`src/rtl/div_pkg.sv`:
```
// Shared types and constants for the sequential divider.
package div_pkg;

   // Controller states of the divider
   typedef enum logic [1:0] {
      IDLE = 2'd0,
      RUN  = 2'd1,
      FIX  = 2'd2,
      DONE = 2'd3
   } state_e;

   // Widest operand the divider is expected to handle
   localparam int MAX_WIDTH = 64;

   // Quotient reported for a divide-by-zero: all ones in the low 'width' bits
   function automatic logic [MAX_WIDTH-1:0] dbz_quotient(input int width);
      return {MAX_WIDTH{1'b1}} >> (MAX_WIDTH - width);
   endfunction

endpackage

```
`src/rtl/div_step.sv`:
```
// One restoring radix-2 trial subtraction: partial remainder minus divisor,
// carried out one bit wider than the operands so the borrow shows the sign.
module div_step #(
   parameter int WIDTH = 32
) (
   input  logic [WIDTH:0]   partial,
   input  logic [WIDTH-1:0] divisor,
   output logic [WIDTH-1:0] diff,
   output logic             non_neg
);

   logic [WIDTH:0] full_diff;

   // Trial subtract; a clear top bit means the divisor fits into the partial remainder
   always_comb begin
      full_diff = partial - {1'b0, divisor};
      diff      = full_diff[WIDTH-1:0];
      non_neg   = ~full_diff[WIDTH];
   end

endmodule

```
`src/rtl/div_seq.sv`:
```
// Sequential restoring divider, one quotient bit per clock.
// Signed (two's-complement) operation is compiled in only when the macro
// DIV_SEQ_SIGNED_EN is defined; otherwise is_signed is ignored and every
// operation is unsigned, with FIX kept as a one-cycle pass-through so the
// latency does not change.
module div_seq
   import div_pkg::*;
#(
   parameter int WIDTH = 32
) (
   input  logic             clock,
   input  logic             reset_n,
   input  logic             in_valid,
   output logic             in_ready,
   input  logic             is_signed,
   input  logic [WIDTH-1:0] dividend,
   input  logic [WIDTH-1:0] divisor,
   output logic             out_valid,
   input  logic             out_ready,
   output logic [WIDTH-1:0] quotient,
   output logic [WIDTH-1:0] remainder,
   output logic             exception
);

   localparam int CW = (WIDTH > 1) ? $clog2(WIDTH) : 1;
   localparam logic [MAX_WIDTH-1:0] DBZ_FULL = dbz_quotient(WIDTH);
   localparam logic [WIDTH-1:0]     DBZ_Q    = DBZ_FULL[WIDTH-1:0];

   state_e           state_q, state_d;
   logic [CW-1:0]    cnt_q, cnt_d;
   logic [WIDTH-1:0] rem_q, rem_d;
   logic [WIDTH-1:0] quo_q, quo_d;
   logic [WIDTH-1:0] dvs_q, dvs_d;
   logic [WIDTH-1:0] quotient_q, quotient_d;
   logic [WIDTH-1:0] remainder_q, remainder_d;
   logic             exception_q, exception_d;
   logic             out_valid_q, out_valid_d;
   logic             in_ready_q, in_ready_d;

   logic [WIDTH-1:0] mag_a, mag_b;
   logic [WIDTH:0]   partial;
   logic [WIDTH-1:0] diff;
   logic             non_neg;

`ifdef DIV_SEQ_SIGNED_EN
   logic sign_a, sign_b;
   logic neg_quo_q, neg_quo_d;
   logic neg_rem_q, neg_rem_d;

   // Strip operand signs so the iteration always works on magnitudes
   always_comb begin
      sign_a = is_signed & dividend[WIDTH-1];
      sign_b = is_signed & divisor[WIDTH-1];
      mag_a  = sign_a ? -dividend : dividend;
      mag_b  = sign_b ? -divisor  : divisor;
   end
`else
   logic unused_is_signed;
   assign unused_is_signed = is_signed;

   // Unsigned-only build: operands are already magnitudes
   always_comb begin
      mag_a = dividend;
      mag_b = divisor;
   end
`endif

   // Next partial remainder candidate: remainder shifted left with the next dividend bit
   assign partial = {rem_q, quo_q[WIDTH-1]};

   div_step #(
      .WIDTH(WIDTH)
   ) u_step (
      .partial (partial),
      .divisor (dvs_q),
      .diff    (diff),
      .non_neg (non_neg)
   );

   // Next-state and datapath computation for the whole controller
   always_comb begin
      state_d     = state_q;
      cnt_d       = cnt_q;
      rem_d       = rem_q;
      quo_d       = quo_q;
      dvs_d       = dvs_q;
      quotient_d  = quotient_q;
      remainder_d = remainder_q;
      exception_d = exception_q;
`ifdef DIV_SEQ_SIGNED_EN
      neg_quo_d   = neg_quo_q;
      neg_rem_d   = neg_rem_q;
`endif
      unique case (state_q)
         IDLE: begin
            if (in_valid && in_ready_q) begin
               if (divisor == '0) begin
                  state_d     = DONE;
                  quotient_d  = DBZ_Q;
                  remainder_d = dividend;
                  exception_d = 1'b1;
               end else begin
                  state_d     = RUN;
                  rem_d       = '0;
                  quo_d       = mag_a;
                  dvs_d       = mag_b;
                  cnt_d       = CW'(WIDTH - 1);
                  exception_d = 1'b0;
`ifdef DIV_SEQ_SIGNED_EN
                  neg_quo_d   = sign_a ^ sign_b;
                  neg_rem_d   = sign_a;
`endif
               end
            end
         end
         RUN: begin
            quo_d = {quo_q[WIDTH-2:0], non_neg};
            rem_d = non_neg ? diff : partial[WIDTH-1:0];
            if (cnt_q == '0) begin
               state_d = FIX;
            end else begin
               cnt_d = cnt_q - CW'(1);
            end
         end
         FIX: begin
`ifdef DIV_SEQ_SIGNED_EN
            quotient_d  = neg_quo_q ? -quo_q : quo_q;
            remainder_d = neg_rem_q ? -rem_q : rem_q;
`else
            quotient_d  = quo_q;
            remainder_d = rem_q;
`endif
            exception_d = 1'b0;
            state_d     = DONE;
         end
         DONE: begin
            if (out_ready) begin
               state_d     = IDLE;
               exception_d = 1'b0;
            end
         end
         default: begin
            state_d = IDLE;
         end
      endcase
      in_ready_d  = (state_d == IDLE);
      out_valid_d = (state_d == DONE);
   end

   // State, datapath and registered outputs; reset drops any operation in flight
   always_ff @(posedge clock or negedge reset_n) begin
      if (!reset_n) begin
         state_q     <= IDLE;
         cnt_q       <= '0;
         rem_q       <= '0;
         quo_q       <= '0;
         dvs_q       <= '0;
         quotient_q  <= '0;
         remainder_q <= '0;
         exception_q <= 1'b0;
         out_valid_q <= 1'b0;
         in_ready_q  <= 1'b1;
`ifdef DIV_SEQ_SIGNED_EN
         neg_quo_q   <= 1'b0;
         neg_rem_q   <= 1'b0;
`endif
      end else begin
         state_q     <= state_d;
         cnt_q       <= cnt_d;
         rem_q       <= rem_d;
         quo_q       <= quo_d;
         dvs_q       <= dvs_d;
         quotient_q  <= quotient_d;
         remainder_q <= remainder_d;
         exception_q <= exception_d;
         out_valid_q <= out_valid_d;
         in_ready_q  <= in_ready_d;
`ifdef DIV_SEQ_SIGNED_EN
         neg_quo_q   <= neg_quo_d;
         neg_rem_q   <= neg_rem_d;
`endif
      end
   end

   assign in_ready  = in_ready_q;
   assign out_valid = out_valid_q;
   assign quotient  = quotient_q;
   assign remainder = remainder_q;
   assign exception = exception_q;

endmodule

```
`config.mk`:
```
export PLATFORM = sky130hd
export DESIGN_NAME = div_seq
export DESIGN_NICKNAME = d
export VERILOG_FILES = /design/src/rtl/div_pkg.sv /design/src/rtl/div_step.sv /design/src/rtl/div_seq.sv
export SDC_FILE = /design/constraint.sdc
export NUM_CORES = 1
export LEC_CHECK = 0
export CAP_MARGIN = 0
export CORE_ASPECT_RATIO = 2
export CORE_MARGIN = 1.5
export CORE_UTILIZATION = 55
export DETAILED_ROUTE_END_ITERATION = 8
export PLACE_DENSITY = 0.8
export SLEW_MARGIN = 20
export SYNTH_ARGS = -nofsm -noshare
export SYNTH_HDL_FRONTEND = slang
export SYNTH_SLANG_ARGS = --single-unit
export TNS_END_PERCENT = 100
```
`constraint.sdc`:
```
create_clock -name clock -period 3.3 [get_ports clock]
set_input_delay 0.33 -clock clock [delete_from_list [all_inputs] [get_ports clock]]
set_output_delay 0.33 -clock clock [all_outputs]
set_load 0.02 [all_outputs]
```
---- Word level (Yosys, flattened, before mapping) ----
Index checks and enable logic that the tools add are counted.
word-level totals
  bits of input ports ..................... 69
  bits in registers ....................... 170
  output and inout port bits .............. 67
operators by class
  mux-type cells .......................... 26
  equal/unequal tests ..................... 9
  add/subtract/negate cells ............... 2
  bitwise gates (word level) .............. 2
  reductions and logical operators ........ 13
operators with widths
  cell                                               number
  2-to-1 mux 32 bit                                  9
  case mux 32 bit (2 select lines)                   4
  subtractor 33 x 32 -> 33 bit                       1
  zero test 32 bit                                   1
  2-to-1 mux 5 bit                                   3
  AND reduction 3 bit                                4
  inequality test 2 bit (second input constant)      5
  case mux 5 bit (2 select lines)                    1
  2-to-1 mux 2 bit                                   4
  case mux 2 bit (4 select lines)                    1
  == test 2 bit (second input constant)              3
  zero test 5 bit                                    1
  subtractor 5 x 1 -> 5 bit (second input constant)  1
  zero test 2 bit                                    2
  AND reduction 4 bit                                1
  nonzero test 2 bit                                 2
  2-to-1 mux 1 bit                                   3
  case mux 1 bit (3 select lines)                    1
  nonzero test 3 bit                                 1
  == test 2 x 1 -> 1 bit (second input constant)     1
  NOT 1 bit                                          2
  logical AND 1 bit                                  1

---- Depth between registers and ports, before layout ----
Gate-level depths: netlist of run 1.
  depth after elaboration ................. 5
  mapped depth ............................ 14

---- Modules after synthesis ----
From an unflattened synthesis of run 1, not the netlist that was laid out.
unflattened totals
  cells, all modules ...................... 1047
  area total of the unflattened synthesis .. 10472.5 um^2
by module, submodules not included
  module    times used  area each (um^2)  seq. area each (um^2)  cells an instance
  div_seq   1           8582.0            4255.3                 781
  div_step  1           1890.6            0.0                    266

---- Worst setup path before layout of run 1 ----
No wires, ideal clock.
  path type ............................... reg2reg
  from .................................... register quo_q[31]
  to ...................................... register rem_q[30]
  slack ................................... 0.414 ns
  data arrival time ....................... 2.755 ns
  cell stages (with the launch flop) ...... 14
  path through ............................ dfrtp_1 -> inv_1 -> ha_1 -> inv_1 -> fa_1 -> a21o_1 -> a221oi_2 -> nor4_1 -> o41ai_2 -> a211oi_1 -> o21ai_1 -> mux2i_1 -> a2111oi_0 -> o21ai_1
between the ends
  word-level cells in the longest chain between the ends .. 3
RTL lines
  what                              RTL line        text
  start, declared                   div_seq.sv:32   logic [WIDTH-1:0] quo_q, quo_d;
  start signal, assigned            div_seq.sv:171  quo_q <= quo_d;
  subtractor 33 x 32 -> 33 bit      div_step.sv:16  full_diff = partial - {1'b0, divisor};
  2-to-1 mux 32 bit                 div_seq.sv:118  rem_d = non_neg ? diff : partial[WIDTH-1:0];
  case mux 32 bit (2 select lines)  div_seq.sv:94   unique case (state_q)
  end signal, assigned              div_seq.sv:170  rem_q <= rem_d;
  end, declared                     div_seq.sv:31   logic [WIDTH-1:0] rem_q, rem_d;
No other way between the ends.
A chain may end at the register's enable or synchronous reset.

---- Worst setup path in the final report of run 1 ----
  from .................................... register rem_q[10]
  to ...................................... register rem_q[25]
between the ends
  word-level cells in the longest chain between the ends .. 3
RTL lines
  what                              RTL line
  subtractor 33 x 32 -> 33 bit      div_step.sv:16
  2-to-1 mux 32 bit                 div_seq.sv:118
  case mux 32 bit (2 select lines)  div_seq.sv:94
No other way between the ends.

==> results of run 1 <==
[worst max-delay path by stage]
| stage | slack [ns] | depth (start not counted) | start | end |
|---|---|---|---|---|
| 2_1_floorplan | 0.41 | 13 | quo_q[31] | rem_q[30] |
| 3_3_place_gp | 0.06 | 13 | quo_q[31] | rem_q[30] |
| 3_5_place_dp | -0.008 | 13 | quo_q[31] | rem_q[30] |
| 4_1_cts | 0.02 | 13 | quo_q[31] | rem_q[30] |
| 5_1_grt | 0.01 | 13 | quo_q[31] | rem_q[30] |
| 6_report | 0.18 | 10 | rem_q[10] | rem_q[25] |
[layer usage]
layer  wire length, um  global-route usage (%)
met1              9510                    34.4
met3              1130                    5.30
met5                 0                       0
met2             13400                    50.5
met4              1390                    16.4
[power by group]
group	internal [mW]	total, mW	leakage [nW]	switching [mW]
registers	3.14	3.97	2.07	0.830
clock network	1.20	2.09	0.298	0.891
logic	3.50	7.86	2.80	4.36
total	7.84	13.9	5.17	6.08
[what timing repair did]
item | CTS | global route
resized for setup | 1 | 5
endpoints found under the setup margin | 1 | 4
endpoints found under the hold margin | 74 | 0
pin swaps | 0 | 5
buffers inserted | 0 | 2
hold buffers | 1 | 0
[logic make-up (layout without fill, tap and decap cells)]
group,count (synthesis),after routing,share of synthesized area (%)
buf+inv,108,240,4.61
compound gates,305,305,19.4
fa+ha+maj,34,34,4.68
flops,170,170,46.0
xor+xnor,28,28,2.85
simple gates,310,310,14.5
mux,74,74,8.02
[final cells by class]
| type | count | area (um^2) |
|---|---|---|
| clock inverters | 12 | 150 |
| multi-input cells | 751 | 4620 |
| inverters | 42 | 158 |
| well taps | 207 | 259 |
| fillers | 1309 | 4990 |
| repair buffers | 166 | 1700 |
| flip-flops and latches | 170 | 4260 |
| clock buffers | 20 | 467 |
[layout by cell type, fill, tap and decap left out, types with 5 or more instances in the layout]
cell type,instances
nor3_1,8
a22oi_1,35
o21ai_0,144
xnor2_1,16
o21bai_1,5
nor2b_1,6
nor2_1,63
o21ai_1,31
clkdlybuf4s50_1,133
buf_4,22
and3_1,8
buf_12,9
dfrtp_1,169
ha_1,33
nand2_1,174
xor2_1,11
a21o_1,17
clkbuf_16,17
mux2i_1,73
nand3_1,9
nor4_1,12
nand4_1,8
a21oi_1,38
inv_1,41
[critical path, delay by kind of cell (launching register included)]
family	cells	cell delay, ns
muxes	1	0.38
DFF	1	0.43
AOI/OAI and AO/OA	4	0.85
and+or+nand+nor	4	0.91
adders and majority gates	1	0.43
[per-stage QoR]
stage	total power, mW	worst slack, ns	util, %	setup TNS [ns]	hold slack [ns]
final	13.9	0.176	69.9	0	0.488
after global routing	14.9	0.0103	69.9	0	0.508
after CTS	13.9	0.0250	69.7	0	0.492
after detailed placement	11.6	-0.00844	65.9	-0.00844	0.403
after global placement	11.4	0.0586	65.9	0	0.402
after floorplan	9.10	0.414	-	0	0.0344
[state kept, by name, summed over array words and instances (netlist names)]
register	flops
in_ready	1
cnt_q	5
remainder	32
state_q	2
rem_q	32
out_valid	1
exception	1
quotient	32
quo_q	32
dvs_q	32
==> flow_summary.json, run 1 <==
{
  "dp_cells": 1333,
  "cts_tree": "yes",
  "async_flop_share_pct": 100,
  "ioPinCount": 136,
  "syn-num-nets": 1132,
  "synth.distinct_cells": 62,
  "drt-total-wl_um": 25400,
  "htreeDepth": 4,
  "dieArea_mm2": 0.0177,
  "yosys.area.top_type": "dfrtp_1",
  "crit_arrival_ns": 3.42,
  "setup_viol": 0,
  "grt_pass1_vias": 8218,
  "holdCritPathClass": "reg2reg",
  "avgSynthCellArea_um2": 9.00,
  "fin_crit_ns": 3.12,
  "powerDensity_mw_per_mm2": 1200,
  "start_kind": "flip-flop",
  "wl_per_cell_um": 18.6,
  "vias": 8112,
  "port_buffers": 134,
  "yosysTopAreaCellShare_pct": 45.7,
  "max-cap-violations": 0,
  "yosys_register_bits": 170,
  "rr_endpoint": "rem_q[25]",
  "final_cell_count_no_fill": 1368,
  "dieHeight_um": 186,
  "antenna_found_initial": 0,
  "status": "finished clean",
  "path_clk_slew_ns": 0.07,
  "gp_congestion": 0.904,
  "die_width_um": 94.7,
  "cts.path.max_buffers": 2,
  "synth_edf_count": 0,
  "drc_errors": 0,
  "hp-start": "dvs_q[0]",
  "hold_depth": 2,
  "drtAntennaViolNets": 0,
  "grt_use_total_pct": 29.7,
  "fin_skew_ns": 0.0111,
  "clkLatencyLatePin_ns": 0.43,
  "worst_path_max_delay_cell": "a2111oi_0",
  "slew_headroom_pct": 44.6,
  "synth_common_cells": "174 x nand2_1, 169 x dfrtp_1, 144 x o21ai_0, 73 x mux2i_1, 63 x nor2_1",
  "regToRegSetupSlack_ns": 0.18,
  "clockRootBuffer": "clkbuf_16",
  "max_stage_delay_ns": 0.44,
  "clock-sinks": 170,
  "crit_fanout": 7,
  "yosysMostFrequentCell": "nand2_1",
  "finalNetCount": 1251,
  "rsz0062_at_grt": "no",
  "r2r_start": "rem_q[10]",
  "power.leakage_nw": 5.17,
  "layout-drive-gt1-share_pct": 6.89,
  "dp_hpwl_um": 18300,
  "synthFlopType": "dfrtp_1",
  "max_freq_mhz": 320,
  "vias_per_cell": 5.93,
  "n_antenna_cell": 0,
  "vdd_drop_max_mv": 0.690,
  "core-area_mm2": 0.0166,
  "drt_iter0_drc": 521,
  "cts_made_buffers": 17,
  "grt-ovfl-total": 0,
  "synthTopCellsByArea": "dfrtp_1 46%, mux2i_1 7.9%, o21ai_0 7.8%, nand2_1 7.1%, ha_1 4.5%",
  "syn_area_mm2": 0.00926,
  "area_growth_syn_to_layout_pct": 25.4,
  "end_kind": "flip-flop",
  "netlist_instances": 1029,
  "dr.pass1.iters": 6,
  "finish.instance_area_mm2": 0.0116,
  "critPathKind": "reg2reg",
  "ys_warn_count": 0,
  "reg2regPathDepth": 10,
  "hold_viol": 0,
  "initial_utilization_pct": 55.8,
  "hold_end": "dvs_q[0]",
  "worst_pin_slew_ns": 0.831,
  "cp.required_ns": 3.59,
  "slew_viol_final": 0,
  "grt_first_pass_wirelength_um": 40600,
  "finalCritPeriodShare_pct": 94.7,
  "yosysSeqAreaShare_pct": 46.0,
  "dpl-instance-area_mm2": 0.0109,
  "grt_max_degree": 78,
  "rows": 67,
  "cp_cell_sequence": "ha_1, and3_1, nor2b_1, a21oi_1, a2111oi_0, nor2_1, nor3b_1, mux2_2, o21ai_1, o221ai_1"
}
No activity file was read; power rests on OpenSTA's default activity.
==> run 2, diff against run 1 <==
--- a/config.mk
+++ b/config.mk
@@ -8,9 +8,9 @@
 export CAP_MARGIN = 0
 export CORE_ASPECT_RATIO = 2
 export CORE_MARGIN = 1.5
-export CORE_UTILIZATION = 55
+export CORE_UTILIZATION = 47
 export DETAILED_ROUTE_END_ITERATION = 8
-export PLACE_DENSITY = 0.8
+export PLACE_DENSITY = 0.7
 export SLEW_MARGIN = 20
 export SYNTH_ARGS = -nofsm -noshare
 export SYNTH_HDL_FRONTEND = slang
==> constraint.sdc (replaced) <==
create_clock -name clock -period 3.6 [get_ports clock]
set_input_delay 0.36 -clock clock [delete_from_list [all_inputs] [get_ports clock]]
set_output_delay 0.36 -clock clock [all_outputs]
set_load 0.02 [all_outputs]
==> run 2 against run 1 <==
Sequential power shrank 9.8%. Critical endpoint is now rem_q[30]. Clock power shrank 8%. Final cell count grew 2.8%. Critical path depth grew 4. Total power shrank 11%. Sequential cell count is the same. Non-clock buffer count shrank 12. Sequential share of layout area grew 0.38 points. Core utilization shrank 10 points. Clock skew shrank 0.0059 ns. Die area grew 17%.
==> flow_summary.json, run 2 (synthesis gave the netlist of run 1 again) <==
{
  "htreeDepth": 4,
  "crit_fanout": 4,
  "layout_common_cells": "174 x nand2_1, 169 x dfrtp_1, 144 x o21ai_0",
  "gp_congestion": 0.883,
  "reg2regPathDepth": 14,
  "wl_per_cell_um": 16.4,
  "start_kind": "flip-flop",
  "fin_skew_ns": 0.00514,
  "grt-ovfl-total": 0,
  "drt_iter0_drc": 423,
  "slew_viol_final": 0,
  "fin_ws_ns": 0.207,
  "vdd_drop_max_mv": 0.578,
  "grt_use_total_pct": 23.7,
  "powerDensity_mw_per_mm2": 1080,
  "vias": 7767,
  "area_growth_syn_to_layout_pct": 24.1,
  "critPathKind": "reg2reg",
  "finalNetCount": 1239,
  "dieHeight_um": 201,
  "dieArea_mm2": 0.0206,
  "dp_hpwl_um": 17100,
  "pwr-share-comb_pct": 55.6,
  "hold_viol": 0,
  "hold_buffers": 0,
  "regToRegSetupSlack_ns": 0.21,
  "utilization_pct": 59.6,
  "fin_crit_ns": 3.39,
  "holdCritPathClass": "in2async",
  "cp.required_ns": 3.91,
  "final_common_cell": "nand2_1",
  "setup_tns_ns": 0,
  "worst_pin_slew_ns": 0.881,
  "grt_first_pass_wirelength_um": 37900,
  "clockRootBuffer": "clkbuf_16",
  "finalCritPeriodShare_pct": 94.3,
  "cts.path.max_buffers": 2,
  "r2r_start": "quo_q[31]",
  "layout-drive-gt1-share_pct": 5.23,
  "drtAntennaViolNets": 0,
  "grt_max_degree": 95,
  "cts_tree": "yes",
  "p_int_mw": 7.16,
  "rr_endpoint": "rem_q[30]",
  "initial_utilization_pct": 48.0,
  "ioPinCount": 136,
  "crit_arrival_ns": 3.70,
  "core-area_mm2": 0.0193,
  "finish.instance_area_mm2": 0.0115,
  "drt-total-wl_um": 23100,
  "vias_per_cell": 5.52,
  "die_width_um": 102,
  "end_kind": "flip-flop",
  "rows": 72,
  "rsz0062_at_grt": "no",
  "p_switching_mw": 5.23,
  "setup_viol": 0,
  "p_total_mw": 12.4,
  "clkLatencyLatePin_ns": 0.44,
  "status": "finished clean",
  "port_buffers": 134,
  "seqPwrFrac_pct": 28.8,
  "dr.pass1.iters": 5,
  "power_frac_clock_pct": 15.6,
  "dpl-instance-area_mm2": 0.0109,
  "path_clk_slew_ns": 0.06,
  "slew_headroom_pct": 41.3,
  "max_freq_mhz": 295,
  "n_antenna_cell": 0,
  "antenna_found_initial": 0,
  "swShare_pct": 42.2,
  "cts_made_buffers": 17,
  "power.leakage_nw": 5.09,
  "grt_pass1_vias": 7556,
  "drc_errors": 0,
  "max-cap-violations": 0,
  "dpl_worst_slack_ns": 0.171,
  "clock-sinks": 170
}
run 2: changes by cell type in the layout (fill, tap and decap cells not counted), sizes merged:
cell	before	now
dlygate4sd3	1	0
clkbuf	20	23
bufinv	2	4
clkinv	2	1
buf	32	21
inv	48	42
run 2: critical path, cell delays in order (launching register included):
cell and delay (ns):
dfrtp_1 0.39, inv_1 0.08, ha_1 0.17, inv_1 0.05, fa_1 0.40, a21o_1 0.23
a221oi_2 0.40, nor4_1 0.13, o41ai_2 0.31, a211oi_1 0.20, o21ai_1 0.17, buf_4 0.15
mux2i_1 0.07, a2111oi_1 0.41, o21ai_1 0.09
run 2: worst max-delay path by stage:
stage	startpoint	end	slack, ns
CTS	quo_q[31]	rem_q[30]	0.15
floorplan	quo_q[31]	rem_q[30]	0.71
global route	quo_q[31]	rem_q[14]	0.005
detailed placement	quo_q[31]	rem_q[30]	0.17
finish	quo_q[31]	rem_q[30]	0.21
global placement	quo_q[31]	rem_q[30]	0.28
run 2: layout make-up:
| class | count | area, um^2 |
|---|---|---|
| clock inverter | 7 | 140 |
| multi-input combinational | 751 | 4590 |
| inverter | 42 | 158 |
| clock buffer | 23 | 478 |
| fill | 1771 | 7790 |
| sequential | 170 | 4260 |
| tap | 259 | 324 |
| timing repair buffer | 154 | 1540 |
run 2: through the flow:
step,instances,hold WS (ns)
5_1_grt,1406,0.0788
6_report,1406,0.0257
4_1_cts,1406,0.0577
3_5_place_dp,1376,0.497
2_1_floorplan,1029,0.0644
3_3_place_gp,1376,0.466
run 2: power by group through the flow:
stage                     Combinational [mW]  Clock, mW  Sequential, mW
after floorplan                         4.50          0            3.85
after global placement                  6.76          0            3.58
after detailed placement                6.91          0            3.61
after CTS                               6.93       1.98            3.58
after global routing                    7.67       2.05            3.70
final                                   6.89       1.93            3.58
run 2: layer usage:
metal / track usage [%] / part of all wire [%]
met5: 0 / 0
met3: 3.96 / 3.1
met1: 27.9 / 41
met2: 41.0 / 52
met4: 11.0 / 4.0
run 2: what timing repair did:
action	4_1_cts	5_1_grt
setup endpoints to repair	0	1
buffers inserted	0	0
gates resized for setup	0	1
==> run 3, diff against run 2 <==
--- a/config.mk
+++ b/config.mk
@@ -5,14 +5,14 @@
 export SDC_FILE = /design/constraint.sdc
 export NUM_CORES = 1
 export LEC_CHECK = 0
-export CAP_MARGIN = 0
 export CORE_ASPECT_RATIO = 2
 export CORE_MARGIN = 1.5
 export CORE_UTILIZATION = 47
 export DETAILED_ROUTE_END_ITERATION = 8
-export PLACE_DENSITY = 0.7
+export PLACE_DENSITY = 0.69
 export SLEW_MARGIN = 20
 export SYNTH_ARGS = -nofsm -noshare
 export SYNTH_HDL_FRONTEND = slang
+export SYNTH_HIERARCHICAL = 1
 export SYNTH_SLANG_ARGS = --single-unit
 export TNS_END_PERCENT = 100
==> run 3 against run 2 <==
Global-route usage is 1.8 points higher. Core utilization down 1.4 points. Worst hold slack improved by 0.40 ns. Count of clock-buffer cells in the layout is 2 lower. Final area is 11% higher. Worst setup slack worse by 0.016 ns. Register-to-register slack got worse by 0.02 ns. Clock skew grew 0.0041 ns. Critical path type unchanged. Largest power group unchanged.
==> flow_summary.json, run 3 <==
{
  "status": "finished clean",
  "p_switching_mw": 6.66,
  "grt_first_pass_wirelength_um": 46500,
  "synthFlopType": "dfrtp_1",
  "async_flop_share_pct": 100,
  "syn_area_mm2": 0.0105,
  "crit_fanout": 16,
  "holdCritPathClass": "in2async",
  "dpl_worst_slack_ns": 0.269,
  "critPathKind": "reg2reg",
  "cp.required_ns": 3.91,
  "drt_iter0_drc": 595,
  "netlist_instances": 1047,
  "dieHeight_um": 214,
  "ys_warn_count": 6,
  "drt-total-wl_um": 28500,
  "grt_pass1_vias": 8714,
  "core-area_mm2": 0.0220,
  "final_common_cell": "dfrtp_1",
  "syn-num-nets": 1150,
  "max_freq_mhz": 293,
  "crit_arrival_ns": 3.72,
  "yosysMostFrequentCell": "dfrtp_1",
  "p_int_mw": 8.87,
  "vias": 8759,
  "die_width_um": 109,
  "yosys.area.top_type": "dfrtp_1",
  "avgSynthCellArea_um2": 10.0,
  "start_kind": "flip-flop",
  "cts.path.max_buffers": 2,
  "finalNetCount": 1254,
  "synth.distinct_cells": 68,
  "hold_viol": 0,
  "fillers": 1926,
  "antenna_found_initial": 1,
  "layout_common_cells": "167 x dfrtp_1, 133 x clkdlybuf4s50_1, 78 x nand3_1",
  "initial_utilization_pct": 47.7,
  "setup_viol": 0,
  "area_growth_syn_to_layout_pct": 22.0,
  "slew_viol_final": 0,
  "path_clk_slew_ns": 0.07,
  "cts-resized-gates": 0,
  "rows": 77,
  "rsz0062_at_grt": "no",
  "dp_hpwl_um": 20700,
  "vdd_drop_max_mv": 0.549,
  "htreeDepth": 4,
  "vias_per_cell": 6.09,
  "yosysTopAreaCellShare_pct": 40.4,
  "slew_headroom_pct": 40.6,
  "worst_path_max_delay_cell": "fa_1",
  "ioPinCount": 136,
  "max_stage_delay_ns": 0.45,
  "grt-ovfl-total": 0,
  "cts_tree": "yes",
  "seqPwrFrac_pct": 25.2,
  "finalCritPeriodShare_pct": 94.7,
  "fin_ws_ns": 0.190,
  "synth_edf_count": 0,
  "pwr-share-comb_pct": 61.8,
  "wl_per_cell_um": 19.8,
  "drc_errors": 0,
  "worst_pin_slew_ns": 0.891,
  "grt_max_degree": 75,
  "fin_skew_ns": 0.00920,
  "clockRootBuffer": "clkbuf_16",
  "power_frac_clock_pct": 12.9,
  "yosys_register_bits": 170,
  "layout-drive-gt1-share_pct": 18.1,
  "port_buffers": 134,
  "power.leakage_nw": 5.27,
  "powerDensity_mw_per_mm2": 1220,
  "gp_congestion": 0.852,
  "yosysSeqAreaShare_pct": 40.6,
  "utilization_pct": 58.2,
  "cp_cell_sequence": "ha_1, fa_1, nor2b_4, o2111ai_1, o211ai_2, a221o_2, nand2_1, a31oi_1, buf_4, xor2_4, buf_12, mux2i_1, nor2_1, a21oi_1, o21ai_0",
  "max-cap-violations": 0,
  "dr.pass1.iters": 8,
  "clkLatencyLatePin_ns": 0.44,
  "swShare_pct": 42.9,
  "hold_buffers": 1,
  "grt_use_total_pct": 25.5,
  "cts_made_buffers": 17,
  "clock-sinks": 170,
  "drtAntennaViolNets": 0,
  "synth_common_cells": "169 x dfrtp_1, 78 x nand3_1, 64 x mux2_2, 61 x a21oi_1",
  "fin_crit_ns": 3.41,
  "dieArea_mm2": 0.0232,
  "synthTopCellsByArea": "dfrtp_1 40%, mux2_2 6.9%, ha_1 3.9%, nand3_1 3.7%, mux2i_1 3.2%",
  "cts_setup_buffers": 0,
  "setup_tns_ns": 0,
  "end_kind": "flip-flop"
}
-- run 3: changes by cell type after synthesis, sizes merged, moves of 27 or more --
cell    before  now
o211ai       4   36
o221a        0   32
nand2b       4   36
a222oi       0   32
nand3        9   78
a22oi       35    4
nand2      174   16
o21ai      176   46
mux2i       73   33
or2          2   33
o22a         0   32
a21oi       38   65
mux2         1   64
nor2b        7   37
-- run 3: final cells by class --
cell class                      instances  area, um^2  share of cell area (%)
Timing Repair Buffer                  165        1640                    12.8
Sequential cell                       170        4260                    33.3
Tap cell                              276         345                    2.70
Clock buffer                           21         470                    3.68
Antenna cell                            1        2.50                  0.0196
Multi-Input combinational cell        754        5730                    44.9
Inverter                               43         161                    1.26
Clock inverter                          8         168                    1.31
-- run 3: power by group through the flow --
stage | registers [mW] | clock network, mW | logic (mW)
global route | 4.06 | 2.12 | 10.6
CTS | 3.91 | 2.05 | 9.62
global placement | 3.90 | 0 | 9.41
detailed placement | 3.94 | 0 | 9.55
floorplan | 3.97 | 0 | 6.81
finish | 3.92 | 2.01 | 9.61
-- run 3: metal layers --
metal	up-vias	part of all wire, %	GRT usage, %
met1	4296	39	30.0
met5	-	0	0
met4	0	3.7	11.8
met2	303	53	44.8
li1	4107	-	-
met3	53	4.3	3.53
-- run 3: critical path: cells and delay by family (launching register included) --
family                     cells  cell delay [ns]
adders and majority gates      2             0.70
and+or+nand+nor                3             0.27
buffers and inverters          2             0.38
AOI/OAI and AO/OA              6             1.10
xor gates and xnor gates       1             0.21
DFF                            1             0.42
muxes                          1             0.21
-- run 3: through the flow --
step / area [um^2] / power, mW / cells / hold WS, ns
2_1_floorplan: 10500 / 10.8 / 1047 / 0.0644
3_3_place_gp: 12100 / 13.3 / 1407 / 0.339
3_5_place_dp: 12100 / 13.5 / 1407 / 0.333
4_1_cts: 12800 / 15.6 / 1437 / 0.437
5_1_grt: 12800 / 16.7 / 1438 / 0.448
6_report: 12800 / 15.5 / 1438 / 0.423
-- run 3: path summary, 6_finish.rpt --
check	start	endpoint	slack [ns]	cells past startpoint
setup reg to reg	dvs_q[0]	rem_q[23]	0.19	15
setup / recovery	dvs_q[0]	rem_q[23]	0.19	15
min in group clock	quotient[19]	quotient[19]	0.48	1
hold / removal	reset_n	quo_q[17]	0.42	2
max in group asynchronous	reset_n	dvs_q[8]	2.15	3
hold reg to reg	quotient[19]	quotient[19]	0.48	1
-- run 3: cell families (layout without fill, tap and decap cells) --
family / after synthesis / count (layout) / synth area share, %
compound gates: 300 / 300 / 22.2
simple gates: 292 / 292 / 15.5
flops: 170 / 170 / 40.6
buf+inv: 123 / 237 / 4.98
mux: 97 / 97 / 10.0
fa+ha+maj: 34 / 34 / 4.13
xor+xnor: 31 / 31 / 2.59
other cells: 0 / 1 / 0
